## config.mk

```make
export PLATFORM = sky130hd
export DESIGN_NAME = imem_loader_flat
export DESIGN_NICKNAME = d
export VERILOG_FILES = /design/src/rtl/imem_loader_if.sv /design/src/rtl/imem_loader.sv /design/src/flat_wrapper.sv
export SDC_FILE = /design/constraint.sdc
export NUM_CORES = 1
export LEC_CHECK = 0
export ABC_AREA = 1
export BUFFER_PORTS_ARGS = -buffer_cell sky130_fd_sc_hd__buf_2
export CORE_AREA = 2 2 100 102
export CTS_BUF_LIST = sky130_fd_sc_hd__clkbuf_8
export DETAILED_ROUTE_END_ITERATION = 8
export DIE_AREA = 0 0 102 104
export PLACE_DENSITY = 0.69
export SYNTH_ARGS = -nofsm -noshare
export SYNTH_HDL_FRONTEND = slang
export SYNTH_SLANG_ARGS = --single-unit
```

## constraint.sdc

```tcl
create_clock -name clk -period 2.2 [get_ports clk]
set_input_delay 0.11 -clock clk [delete_from_list [all_inputs] [get_ports clk]]
set_output_delay 0.11 -clock clk [all_outputs]
set_load 0.03 [all_outputs]
```

## src/rtl/imem_loader_if.sv

```systemverilog
// Byte-stream handshake from the host link plus the instruction-memory
// write port, bundled so the loader and its neighbours share one bus.
interface imem_loader_if #(
    parameter int ADDR_W = 10
);
    logic              s_valid;
    logic [7:0]        s_data;
    logic              s_ready;
    logic              we;
    logic [ADDR_W-1:0] waddr;
    logic [31:0]       wdata;

    // Loader side: consumes host bytes, drives the memory write port.
    modport slave (
        input  s_valid, s_data,
        output s_ready, we, waddr, wdata
    );

    // Host/memory side: produces bytes, observes writes.
    modport master (
        output s_valid, s_data,
        input  s_ready, we, waddr, wdata
    );
endinterface

```

## src/rtl/imem_loader.sv

```systemverilog
// Boot loader: parses a big-endian word count followed by big-endian words,
// writes them into instruction memory and releases the CPU reset on success.
module imem_loader #(
    parameter int ADDR_W = 10
) (
    input  logic          clk,
    input  logic          rst,
    imem_loader_if.slave  bus,
    output logic          cpu_rst,
    output logic          done,
    output logic          err
);
    typedef enum logic [1:0] {S_LEN, S_DATA, S_WRITE, S_DONE} state_t;

    state_t            r_state, w_state_next;
    logic [31:0]       r_len, w_len_next;
    logic [23:0]       r_word, w_word_next;
    logic [1:0]        r_cnt, w_cnt_next;
    logic [ADDR_W:0]   r_idx, w_idx_next;
    logic              r_ready, w_ready_next;
    logic              r_we, w_we_next;
    logic [ADDR_W-1:0] r_waddr, w_waddr_next;
    logic [31:0]       r_wdata, w_wdata_next;
    logic              r_cpu_rst, w_cpu_rst_next;
    logic              r_done, w_done_next;
    logic              r_err, w_err_next;

    logic              w_fire;
    logic [31:0]       w_len_shift;
    logic [31:0]       w_word_full;
    logic [ADDR_W:0]   w_idx_inc;
    logic              w_len_over;

    assign w_fire      = bus.s_valid && r_ready;
    assign w_len_shift = {r_len[23:0], bus.s_data};
    assign w_word_full = {r_word, bus.s_data};
    assign w_idx_inc   = r_idx + (ADDR_W+1)'(1);
    // Word index is one bit wider than waddr so a full-capacity image is legal.
    assign w_len_over  = {1'b0, w_len_shift} > (33'd1 << ADDR_W);

    always_ff @(posedge clk) begin
        if (rst) begin
            r_state   <= S_LEN;
            r_len     <= '0;
            r_word    <= '0;
            r_cnt     <= '0;
            r_idx     <= '0;
            r_ready   <= 1'b1;
            r_we      <= 1'b0;
            r_waddr   <= '0;
            r_wdata   <= '0;
            r_cpu_rst <= 1'b1;
            r_done    <= 1'b0;
            r_err     <= 1'b0;
        end else begin
            r_state   <= w_state_next;
            r_len     <= w_len_next;
            r_word    <= w_word_next;
            r_cnt     <= w_cnt_next;
            r_idx     <= w_idx_next;
            r_ready   <= w_ready_next;
            r_we      <= w_we_next;
            r_waddr   <= w_waddr_next;
            r_wdata   <= w_wdata_next;
            r_cpu_rst <= w_cpu_rst_next;
            r_done    <= w_done_next;
            r_err     <= w_err_next;
        end
    end

    always_comb begin
        w_state_next   = r_state;
        w_len_next     = r_len;
        w_word_next    = r_word;
        w_cnt_next     = r_cnt;
        w_idx_next     = r_idx;
        w_we_next      = 1'b0;
        w_waddr_next   = r_waddr;
        w_wdata_next   = r_wdata;
        w_cpu_rst_next = r_cpu_rst;
        w_done_next    = r_done;
        w_err_next     = r_err;

        case (r_state)
            S_LEN: begin
                if (w_fire) begin
                    w_len_next = w_len_shift;
                    w_cnt_next = r_cnt + 2'd1;
                    if (r_cnt == 2'd3) begin
                        if (w_len_shift == 32'd0) begin
                            w_state_next   = S_DONE;
                            w_done_next    = 1'b1;
                            w_cpu_rst_next = 1'b0;
                        end else if (w_len_over) begin
                            w_state_next = S_DONE;
                            w_done_next  = 1'b1;
                            w_err_next   = 1'b1;
                        end else begin
                            w_state_next = S_DATA;
                        end
                    end
                end
            end
            S_DATA: begin
                if (w_fire) begin
                    w_word_next = w_word_full[23:0];
                    w_cnt_next  = r_cnt + 2'd1;
                    if (r_cnt == 2'd3) begin
                        w_state_next = S_WRITE;
                        w_we_next    = 1'b1;
                        w_waddr_next = r_idx[ADDR_W-1:0];
                        w_wdata_next = w_word_full;
                    end
                end
            end
            S_WRITE: begin
                w_idx_next = w_idx_inc;
                if (32'(w_idx_inc) == r_len) begin
                    w_state_next   = S_DONE;
                    w_done_next    = 1'b1;
                    w_cpu_rst_next = 1'b0;
                end else begin
                    w_state_next = S_DATA;
                end
            end
            default: begin
                w_state_next = S_DONE;
            end
        endcase

        w_ready_next = (w_state_next == S_LEN) || (w_state_next == S_DATA);
    end

    assign bus.s_ready = r_ready;
    assign bus.we      = r_we;
    assign bus.waddr   = r_waddr;
    assign bus.wdata   = r_wdata;
    assign cpu_rst     = r_cpu_rst;
    assign done        = r_done;
    assign err         = r_err;
endmodule

```

## src/flat_wrapper.sv

```systemverilog
// flat-port wrapper written by rule: the top's interface ports become plain ports
module imem_loader_flat 
#(
    parameter int ADDR_W = 10
)
  (clk, rst, cpu_rst, done, err, bus_s_valid, bus_s_data, bus_s_ready, bus_we, bus_waddr, bus_wdata);
  imem_loader_if #(.ADDR_W(ADDR_W)) bus_i ();
  input  logic clk;
  input  logic rst;
  output logic cpu_rst;
  output logic done;
  output logic err;
  input wire logic [$bits(bus_i.s_valid)-1:0] bus_s_valid;
  input wire logic [$bits(bus_i.s_data)-1:0] bus_s_data;
  output wire logic [$bits(bus_i.s_ready)-1:0] bus_s_ready;
  output wire logic [$bits(bus_i.we)-1:0] bus_we;
  output wire logic [$bits(bus_i.waddr)-1:0] bus_waddr;
  output wire logic [$bits(bus_i.wdata)-1:0] bus_wdata;
  assign bus_i.s_valid = bus_s_valid;
  assign bus_i.s_data = bus_s_data;
  assign bus_s_ready = bus_i.s_ready;
  assign bus_we = bus_i.we;
  assign bus_waddr = bus_i.waddr;
  assign bus_wdata = bus_i.wdata;
  imem_loader #(.ADDR_W(ADDR_W)) u_core (.clk(clk), .rst(rst), .bus(bus_i), .cpu_rst(cpu_rst), .done(done), .err(err));
endmodule
```

==> results of run 1 <==
[area by class of cell]
cell class / count / area [um2]
Clock buffer: 19 / 262
Fill cell: 945 / 4030
Timing Repair Buffer: 72 / 428
Sequential cell: 118 / 2360
Inverter: 62 / 233
Clock inverter: 13 / 154
Tap cell: 133 / 166
Multi-Input combinational cell: 409 / 1920
[through the flow]
step / area, um2 / total power, mW / setup slack, ns / instances
floorplan: 4640 / 2.58 / 0.481 / 621
global placement: 5030 / 2.69 / 0.414 / 787
CTS: 5520 / 4.75 / 0.303 / 826
detailed placement: 5030 / 2.70 / 0.305 / 787
finish: 5520 / 4.70 / 0.280 / 826
global route: 5520 / 4.90 / 0.0904 / 826
[critical path, stage by stage (launching register included)]
cell,delay (ns)
dfxtp_1,0.42
ha_1,0.27
nand3_2,0.14
o21ai_1,0.19
nand2_1,0.09
nand2_1,0.07
nand3_1,0.07
nor2_1,0.08
nand2_1,0.07
o21bai_2,0.21
nand2_1,0.08
nand2_1,0.06
nand2_1,0.04
[placed cells by master, fill, tap and decap left out, drive strengths merged]
cell type | synthesis | routed
nor2 | 128 | 128
dfxtp | 118 | 118
o21ai | 111 | 111
buf | 6 | 65
nand2 | 63 | 63
inv | 62 | 63
a21oi | 62 | 62
nand3 | 25 | 25
clkbuf | 26 | 19
dlygate4sd3 | 0 | 7
clkinv | 0 | 5
nand4 | 4 | 4
nor3 | 4 | 4
clkinvlp | 0 | 4
bufinv | 0 | 3
nor4 | 2 | 2
xor2 | 2 | 2
o211ai | 2 | 2
ha | 2 | 2
a211oi | 1 | 1
a31oi | 1 | 1
xnor3 | 1 | 1
o21bai | 1 | 1
[per-layer routing]
| layer | share of wire [%] | up-vias | track usage (%) |
|---|---|---|---|
| li1 | - | 2151 | - |
| met1 | 46 | 1911 | 28.6 |
| met2 | 47 | 102 | 35.0 |
| met3 | 5.0 | 21 | 5.58 |
| met4 | 2.5 | 0 | 11.0 |
| met5 | 0 | - | 0 |
[what timing repair did]
action,CTS,global route
hold buffers,7,0
endpoints found under the hold margin,19,0
resized for setup,0,0
[logic make-up (layout without fill, tap and decap cells)]
family	Yosys count	after routing
compound gates	178	178
xor+xnor	3	3
fa+ha+maj	2	2
buf+inv	94	166
flops	118	118
simple gates	226	226
[sequential cells by signal, summed over array words and instances (netlist names)]
signal,flops
u_core.bus.wdata,32
u_core.r_idx,11
u_core.bus.waddr,10
u_core.r_state,2
u_core.done,1
u_core.err,1
u_core.r_cnt,2
u_core.bus.we,1
u_core.r_len,32
u_core.bus.s_ready,1
u_core.cpu_rst,1
u_core.r_word,24
[worst paths after layout]
| check | to | slack, ns | start |
|---|---|---|---|
| setup reg to reg | u_core.cpu_rst$_SDFFE_PP1P_ | 0.28 | u_core.r_idx[1]$_SDFFE_PP0P_ |
| hold / removal | u_core.r_len[6]$_SDFFE_PP0P_ | 0.07 | bus_s_data[6] |
| setup / recovery | u_core.cpu_rst$_SDFFE_PP1P_ | 0.28 | u_core.r_idx[1]$_SDFFE_PP0P_ |
| hold reg to reg | u_core.cpu_rst$_SDFFE_PP1P_ | 0.46 | u_core.cpu_rst$_SDFFE_PP1P_ |
[report_power, final]
part / internal [mW] / leakage, nW / total, mW / switching (mW)
registers: 2.23 / 0.959 / 2.30 / 0.0695
logic: 0.128 / 1.48 / 0.366 / 0.239
clock network: 1.17 / 0.204 / 2.04 / 0.871
==> impl_metrics.yaml, run 1 <==
synth:
  synth_cell_types: 26
  synth-compound-area-share_pct: 19.5
  synth_edf_count: 0
  synthMostInstantiatedCell: "nor2_1"
  yosys.area_share.xor_xnor_pct: 0.863
  netlist.area_leader.share_pct: 50.9
  synthSimpleGateAreaFrac_pct: 20.3
  ys_warn_count: 0
  yosys-top-cells-count: "nor2_1 (123), dfxtp_1 (118), o21ai_0 (109)"
  netlist_instances: 621
  synth_area_per_cell_um2: 7.47
  synthMuxAreaShare_pct: 0
  synthTopCellsByArea: "dfxtp_1 (51%), o21ai_0 (12%), nor2_1 (10%), a21oi_1 (6.7%), nand2_1 (5.1%)"
  ys_ff_latch: 118
  yosysTopAreaCell: "dfxtp_1"
  synth_fp_nets: 634
  ys.flop_type: "dfxtp_1"
  synth_top_family_by_area: "simple AND/OR/NAND/NOR gates"
  syn_area_mm2: 0.00464
  synthAdderAreaFrac_pct: 0.540
  ys_async_sr_fraction_pct: 0
  ys_seq_area_share_pct: 50.9
critical_path:
  cp.arrival_ns: 2.23
  critPathMaxFanout: 5
  path_class: "register to register"
  worstPathRequired_ns: 2.51
  critPathLaunchType: "register"
  rr_worst_depth: 12
  endpoint_kind: "register"
global_routing:
  grt_overflow: 0
  grt_pass1_wl_um: 18700
  grt_pass1_vias: 4004
  grt_start_max_net_pins: 56
  antenna_found_initial: 0
  gr-usage-all-layers_pct: 22.4
clock_network:
  cts_buffers: 17
  post_cts_buffers: 0
  cts-root-buf: "clkbuf_8"
  insertion_delay_ns: 0.44
  clock_path_buffers: 2
  cts_tree: "built"
  clkTransAtPathRegs_ns: 0.07
  h-tree-depth: 4
  cts.sinks: 118
finish:
  layout-area-overhead-vs-synth_pct: 19.0
  fin_util_pct: 57.8
  diodes: 0
  drive_gt1_share_pct: 15.7
  nNetsFinal: 693
sta:
  fin_tns_setup_ns: 0
  setup_viol: 0
  worst_pin_slew_ns: 0.486
  max_freq_mhz: 521
  fin_skew_ns: 0.00792
  whs_ns: 0.0658
  max-slew-margin-rel_pct: 67.5
  finalHoldViolCount: 0
  min_period_over_period_pct: 87.3
  finalCriticalPeriod_ns: 1.92
  rsz0062_at_grt: "no"
  slew_violations: 0
routing:
  drtAntennaViolNets: 0
  dr.pass1.iters: 6
  drt_iter0_drc: 262
  wl_um: 11000
  dr_total_vias: 4185
  vias_per_cell: 5.07
  wire_per_inst_um: 13.4
  drc: 0
die:
  ioPinCount: 58
  die-area_mm2: 0.0106
  initial_core_util_pct: 48.6
  die_h_um: 104
  rows: 36
  core_area_mm2: 0.00955
  die_x_um: 102
place:
  dp.final_hpwl_um: 7440
  gp_routability_congestion: 0.878
  io_buffer_count: 57
run_status:
  status: "complete, no violations"
pwr:
  p_leak_nw: 2.64
  p_per_area_mw_per_mm2: 852
  ir_drop_uv: 423
job:
  drv_cap: 0
min_path:
  whs_path_depth: 3
  hold_class: "primary input to register"
No activity file was read; power rests on OpenSTA's default activity.
==> inputs of run 2 (changes only) <==
- BUFFER_PORTS_ARGS: -buffer_cell sky130_fd_sc_hd__buf_2 -> unset
- DONT_BUFFER_PORTS: unset -> 1
- GPL_TIMING_DRIVEN: unset -> 0
- PLACE_DENSITY: 0.69 -> unset
==> run 2 against run 1 <==
Against the previous run: sequential power about the same; clock power about the same; clock-buffer cell count increased by 2; register-to-register slack got worse by 0.09 ns; hold slack improved by 0.0034 ns; sequential share of layout area rose by 1.7 points; core utilization shrank 2.1 points; first-iteration DRC count fell by 41%; non-clock buffer count fell by 32; via count fell by 0.84%; clock skew rose by 0.0033 ns; critical path type unchanged; highest routed layer unchanged.
==> impl_metrics.yaml, run 2 (synthesis gave the netlist of run 1 again) <==
place:
  gp_routability_congestion: 0.852
  dp.final_hpwl_um: 8580
  placedCellCount: 754
  io_buffer_count: 0
  pre_cts_slack_ns: -0.0169
sta:
  fin_skew_ns: 0.0112
  max_freq_mhz: 498
  worst_pin_slew_ns: 0.652
  finalCriticalPeriod_ns: 2.01
  max-slew-margin-rel_pct: 56.6
  whs_ns: 0.0692
  min_period_over_period_pct: 91.3
  worst_slack_ns: 0.192
  setup_viol: 0
  slew_violations: 0
  finalHoldViolCount: 0
pwr:
  ir_drop_uv: 425
  p_seq_share_pct: 49.3
  p_int_mw: 3.47
  comb_power_share_pct: 7.6
  power_mw: 4.68
  swShare_pct: 25.9
  clkPwrFrac_pct: 43.1
  p_per_area_mw_per_mm2: 881
  switchingPower_mw: 1.21
  p_leak_nw: 2.37
min_path:
  worstHoldEndpoint: "u_core.r_cnt[0]$_SDFFE_PP0P_"
  whs_path_depth: 3
  hold_class: "primary input to register"
  hp-start: "bus_s_valid"
global_routing:
  grt_start_max_net_pins: 17
  grt_pass1_wl_um: 19700
  antenna_found_initial: 0
  grt_pass1_vias: 4057
  gr-usage-all-layers_pct: 24.1
  grt_overflow: 0
routing:
  wl_um: 12100
  vias_per_cell: 5.23
  drc: 0
  wl_met1_um: 5420
  top_layer: "met4"
  drt_iter0_drc: 154
  dr.pass1.iters: 5
  wire_per_inst_um: 15.3
  dr_total_vias: 4150
  dr_wl_met2_um: 5860
  drtAntennaViolNets: 0
  dr_wl_met3_um: 595
clock_network:
  cts_tree: "built"
  insertion_delay_ns: 0.44
  clock_path_buffers: 2
  cts.sinks: 118
  cts_buffers: 17
  cts-root-buf: "clkbuf_8"
  clkTransAtPathRegs_ns: 0.07
  h-tree-depth: 4
critical_path:
  cp.arrival_ns: 2.38
  path_class: "register to register"
  critPathLaunchType: "register"
  worstPathRequired_ns: 2.57
  rr_worst_depth: 10
  rr_endpoint: "u_core.bus.wdata[31]$_SDFFE_PP0P_"
  critPathMaxFanout: 10
  r2r-start: "u_core.bus.s_ready$_SDFF_PP1_"
  r2r_slack_ns: 0.19
  endpoint_kind: "register"
finish:
  fin_cells: 794
  drive_gt1_share_pct: 7.87
  fin_util_pct: 55.7
  layout_commonest_cell: "nor2_1"
  layout_common_cells: "nor2_1 (123), dfxtp_1 (117), o21ai_0 (109)"
  diodes: 0
  layout-area-overhead-vs-synth_pct: 14.6
  nNetsFinal: 661
job:
  drv_cap: 0
die:
  initial_core_util_pct: 48.6
  core_area_mm2: 0.00955
  die_x_um: 102
  ioPinCount: 58
  rows: 36
  die_h_um: 104
  die-area_mm2: 0.0106
run_status:
  status: "complete, no violations"
run 2: changes by cell type in the layout (fill, tap and decap cells not counted), moves of 2 or more:
cell / delta
clkbuf_2: +4
buf_2: -55
buf_1: +2
clkbuf_8: +2
buf_4: -5
clkinv_2: -2
clkbuf_1: +22
nor2_2: -2
run 2: layer usage:
metal  GRT usage [%]  vias up
li1                -     2082
met1            30.0     1955
met2            38.1       91
met3            8.06       22
met4            9.62        0
met5               0        -
run 2: cell type report:
| type | instances | area, um2 |
|---|---|---|
| buffer | 32 | 135 |
| clock buffer | 21 | 289 |
| clock inverter | 11 | 123 |
| fill | 973 | 4230 |
| inverter | 62 | 233 |
| multi-input combinational | 409 | 1930 |
| sequential | 118 | 2360 |
| tap | 133 | 166 |
| timing repair buffer | 8 | 80.1 |
run 2: worst max path at each step:
stage | start | endpoint
after floorplan | u_core.bus.s_ready$_SDFF_PP1_ | u_core.bus.waddr[1]$_SDFFE_PP0P_
after global placement | u_core.bus.s_ready$_SDFF_PP1_ | u_core.bus.wdata[25]$_SDFFE_PP0P_
after detailed placement | u_core.bus.s_ready$_SDFF_PP1_ | u_core.bus.wdata[25]$_SDFFE_PP0P_
after CTS | u_core.bus.s_ready$_SDFF_PP1_ | u_core.bus.wdata[25]$_SDFFE_PP0P_
after global routing | u_core.bus.s_ready$_SDFF_PP1_ | u_core.bus.waddr[1]$_SDFFE_PP0P_
final | u_core.bus.s_ready$_SDFF_PP1_ | u_core.bus.wdata[31]$_SDFFE_PP0P_
run 2: power by group through the flow:
| stage | Clock [mW] | Combinational, mW | Sequential [mW] |
|---|---|---|---|
| finish | 2.02 | 0.354 | 2.31 |
| global route | 2.13 | 0.409 | 2.32 |
| CTS | 2.05 | 0.351 | 2.31 |
| detailed placement | 0 | 0.337 | 2.35 |
| global placement | 0 | 0.332 | 2.35 |
| floorplan | 0 | 0.254 | 2.33 |
run 2: metrics by stage:
| stage | TNS (ns) | area (um2) |
|---|---|---|
| finish | 0 | 5320 |
| global route | -0.00775 | 5320 |
| CTS | 0 | 5300 |
| detailed placement | -0.0297 | 4800 |
| global placement | 0 | 4800 |
| floorplan | 0 | 4640 |
run 2: timing repair:
item | CTS | global route
setup endpoints to repair | 11 | 19
pin swaps | 0 | 0
gates cloned | 0 | 0
setup buffers | 0 | 0
hold buffers | 8 | 0
endpoints found under the hold margin | 24 | 0
gates resized for setup | 1 | 11
run 2: worst max-delay path, cell delays in order (launching register included):
cell	delay, ns
dfxtp_2	0.42
nand2_1	0.17
nor2_4	0.15
inv_1	0.09
nor2_4	0.17
inv_2	0.12
nor2_4	0.19
buf_4	0.20
buf_4	0.21
o21ai_0	0.10
nor2_1	0.11
==> inputs of run 3 (changes only) <==
--- a/config.mk
+++ b/config.mk
@@ -14,2 +14,3 @@
 export GPL_TIMING_DRIVEN = 0
+export RECOVER_POWER = 25
 export SYNTH_ARGS = -nofsm -noshare
--- a/constraint.sdc
+++ b/constraint.sdc
@@ -3,2 +3,2 @@
 set_output_delay 0.11 -clock clk [all_outputs]
-set_load 0.03 [all_outputs]
+set_load 0.02 [all_outputs]
==> run 3 against run 2 <==
Against the previous run: non-clock buffer count unchanged; die area unchanged; clock-buffer cell count unchanged; hold slack worse by 0.0037 ns; critical path depth unchanged; register-to-register slack about the same; sequential power about the same; combinational power about the same; clock skew down 0.0016 ns; routed wire length up 0.35%; global-route usage unchanged; sequential cell count unchanged; critical endpoint is now u_core.bus.waddr[1]$_SDFFE_PP0P_; largest power group unchanged.
==> impl_metrics.yaml, run 3 (synthesis gave the netlist of run 1 again) <==
finish:
  layout_common_cells: "nor2_1 (123), dfxtp_1 (117), o21ai_0 (109)"
  drive_gt1_share_pct: 7.72
  nNetsFinal: 661
  nFillCells: 976
  diodes: 0
  layout-area-overhead-vs-synth_pct: 14.5
  regArea_mm2: 0.00236
  multi_input_area_mm2: 0.00192
  layout_commonest_cell: "nor2_1"
  fin_cells: 794
clock_network:
  cts_buffers: 17
  h-tree-depth: 4
  cts_tree: "built"
  cts.sinks: 118
  clkTransAtPathRegs_ns: 0.07
  insertion_delay_ns: 0.44
  cts-root-buf: "clkbuf_8"
  clock_path_buffers: 2
pwr:
  comb_power_share_pct: 7.5
  clkPwrFrac_pct: 43.2
  p_leak_nw: 2.36
  p_seq_share_pct: 49.3
  swShare_pct: 25.8
  ir_drop_uv: 426
  p_per_area_mw_per_mm2: 881
  switchingPower_mw: 1.21
  p_int_mw: 3.47
die:
  die_h_um: 104
  rows: 36
  ioPinCount: 58
  initial_core_util_pct: 48.6
  core_area_mm2: 0.00955
  die-area_mm2: 0.0106
  die_x_um: 102
sta:
  finalCriticalPeriod_ns: 1.99
  worst_pin_slew_ns: 0.660
  max-slew-margin-rel_pct: 56.0
  min_period_over_period_pct: 90.6
  setup_viol: 0
  max_freq_mhz: 502
  fin_skew_ns: 0.00960
  fin_tns_setup_ns: 0
  slew_violations: 0
  rsz0062_at_grt: "no"
  finalHoldViolCount: 0
min_path:
  worstHoldEndpoint: "u_core.r_cnt[0]$_SDFFE_PP0P_"
  hold_class: "primary input to register"
  whs_path_depth: 3
  hp-start: "bus_s_valid"
place:
  dp.final_hpwl_um: 8580
  placedCellCount: 754
  gp_routability_congestion: 0.852
  io_buffer_count: 0
global_routing:
  grt_start_max_net_pins: 17
  grt_overflow: 0
  grt_pass1_wl_um: 19700
  gr-usage-all-layers_pct: 24.1
  grt_pass1_vias: 4057
  antenna_found_initial: 0
critical_path:
  worstPathRequired_ns: 2.57
  path_class: "register to register"
  rr_endpoint: "u_core.bus.waddr[1]$_SDFFE_PP0P_"
  slowest_delay_ns: 0.39
  cp.arrival_ns: 2.37
  critPathSlowestCell: "dfxtp_2"
  endpoint_kind: "register"
  rr_worst_depth: 10
  r2r-start: "u_core.bus.s_ready$_SDFF_PP1_"
  r2r_slack_ns: 0.21
  critPathLaunchType: "register"
  worstPathCellList: "nand2_1 > nor2_2 > inv_1 > nor2_4 > inv_2 > nor2_4 > buf_4 > buf_4 > o21ai_0 > nor2_1"
  critPathMaxFanout: 10
routing:
  dr_total_vias: 4133
  drc: 0
  dr.pass1.iters: 4
  vias_per_cell: 5.21
  wl_um: 12200
  wire_per_inst_um: 15.3
  drt_iter0_drc: 166
  drtAntennaViolNets: 0
run_status:
  status: "complete, no violations"
job:
  drv_cap: 0
[run 3: how the worst max path moves through the flow]
| stage | start | to | depth (start not counted) | slack, ns |
|---|---|---|---|---|
| floorplan | u_core.r_idx[1]$_SDFFE_PP0P_ | u_core.cpu_rst$_SDFFE_PP1P_ | 12 | 0.56 |
| detailed placement | u_core.bus.s_ready$_SDFF_PP1_ | u_core.bus.wdata[25]$_SDFFE_PP0P_ | 10 | 0.08 |
| global route | u_core.r_idx[1]$_SDFFE_PP0P_ | u_core.cpu_rst$_SDFFE_PP1P_ | 14 | 0.008 |
| global placement | u_core.bus.s_ready$_SDFF_PP1_ | u_core.bus.wdata[25]$_SDFFE_PP0P_ | 10 | 0.13 |
| finish | u_core.bus.s_ready$_SDFF_PP1_ | u_core.bus.waddr[1]$_SDFFE_PP0P_ | 10 | 0.21 |
| CTS | u_core.bus.s_ready$_SDFF_PP1_ | u_core.bus.wdata[25]$_SDFFE_PP0P_ | 10 | 0.08 |
[run 3: final cells by class]
class	count	share of cell area, %
Clock buffer	21	5.44
Timing Repair Buffer	8	1.51
Buffer	32	2.52
Clock inverter	11	2.31
Tap cell	133	3.13
Inverter	62	4.38
Sequential cell	118	44.5
Multi-Input combinational cell	409	36.2
[run 3: stage by stage]
stage	total power [mW]	instance area, um2	utilization (%)	hold slack, ns	worst slack, ns
2_1_floorplan	2.58	4640	-	0.213	0.563
3_3_place_gp	2.68	4800	50.3	0.221	0.132
3_5_place_dp	2.69	4800	50.3	0.229	0.0775
4_1_cts	4.70	5300	55.5	0.0394	0.0775
5_1_grt	4.86	5310	55.6	0.0862	0.00838
6_report	4.68	5310	55.6	0.0655	0.207
[run 3: worst max-delay path: cells and delay by family (launching register included)]
family          cells  cell delay [ns]
compound gates      1             0.10
simple gates        5             0.79
buf+inv             4             0.66
flops               1             0.39
[run 3: per-layer routing]
layer  track usage, %  vias up  routed length [um]
li1                 -     2080                   -
met1             30.0     1940                5450
met2             38.1       88                5810
met3             8.06       25                 612
met4             9.62        0                 302
met5                0        -                   0
[run 3: timing repair]
action,CTS,global route
gates resized for setup,0,9
hold endpoints to repair,24,0
setup buffers,0,0
endpoints found under the setup margin,0,25
hold buffers,8,0
[run 3: power by group through the flow]
| stage | clock (mW) | sequential [mW] | combinational, mW |
|---|---|---|---|
| CTS | 2.05 | 2.30 | 0.351 |
| detailed placement | 0 | 2.35 | 0.337 |
| finish | 2.02 | 2.31 | 0.353 |
| global route | 2.13 | 2.32 | 0.407 |
| global placement | 0 | 2.35 | 0.332 |
| floorplan | 0 | 2.33 | 0.254 |
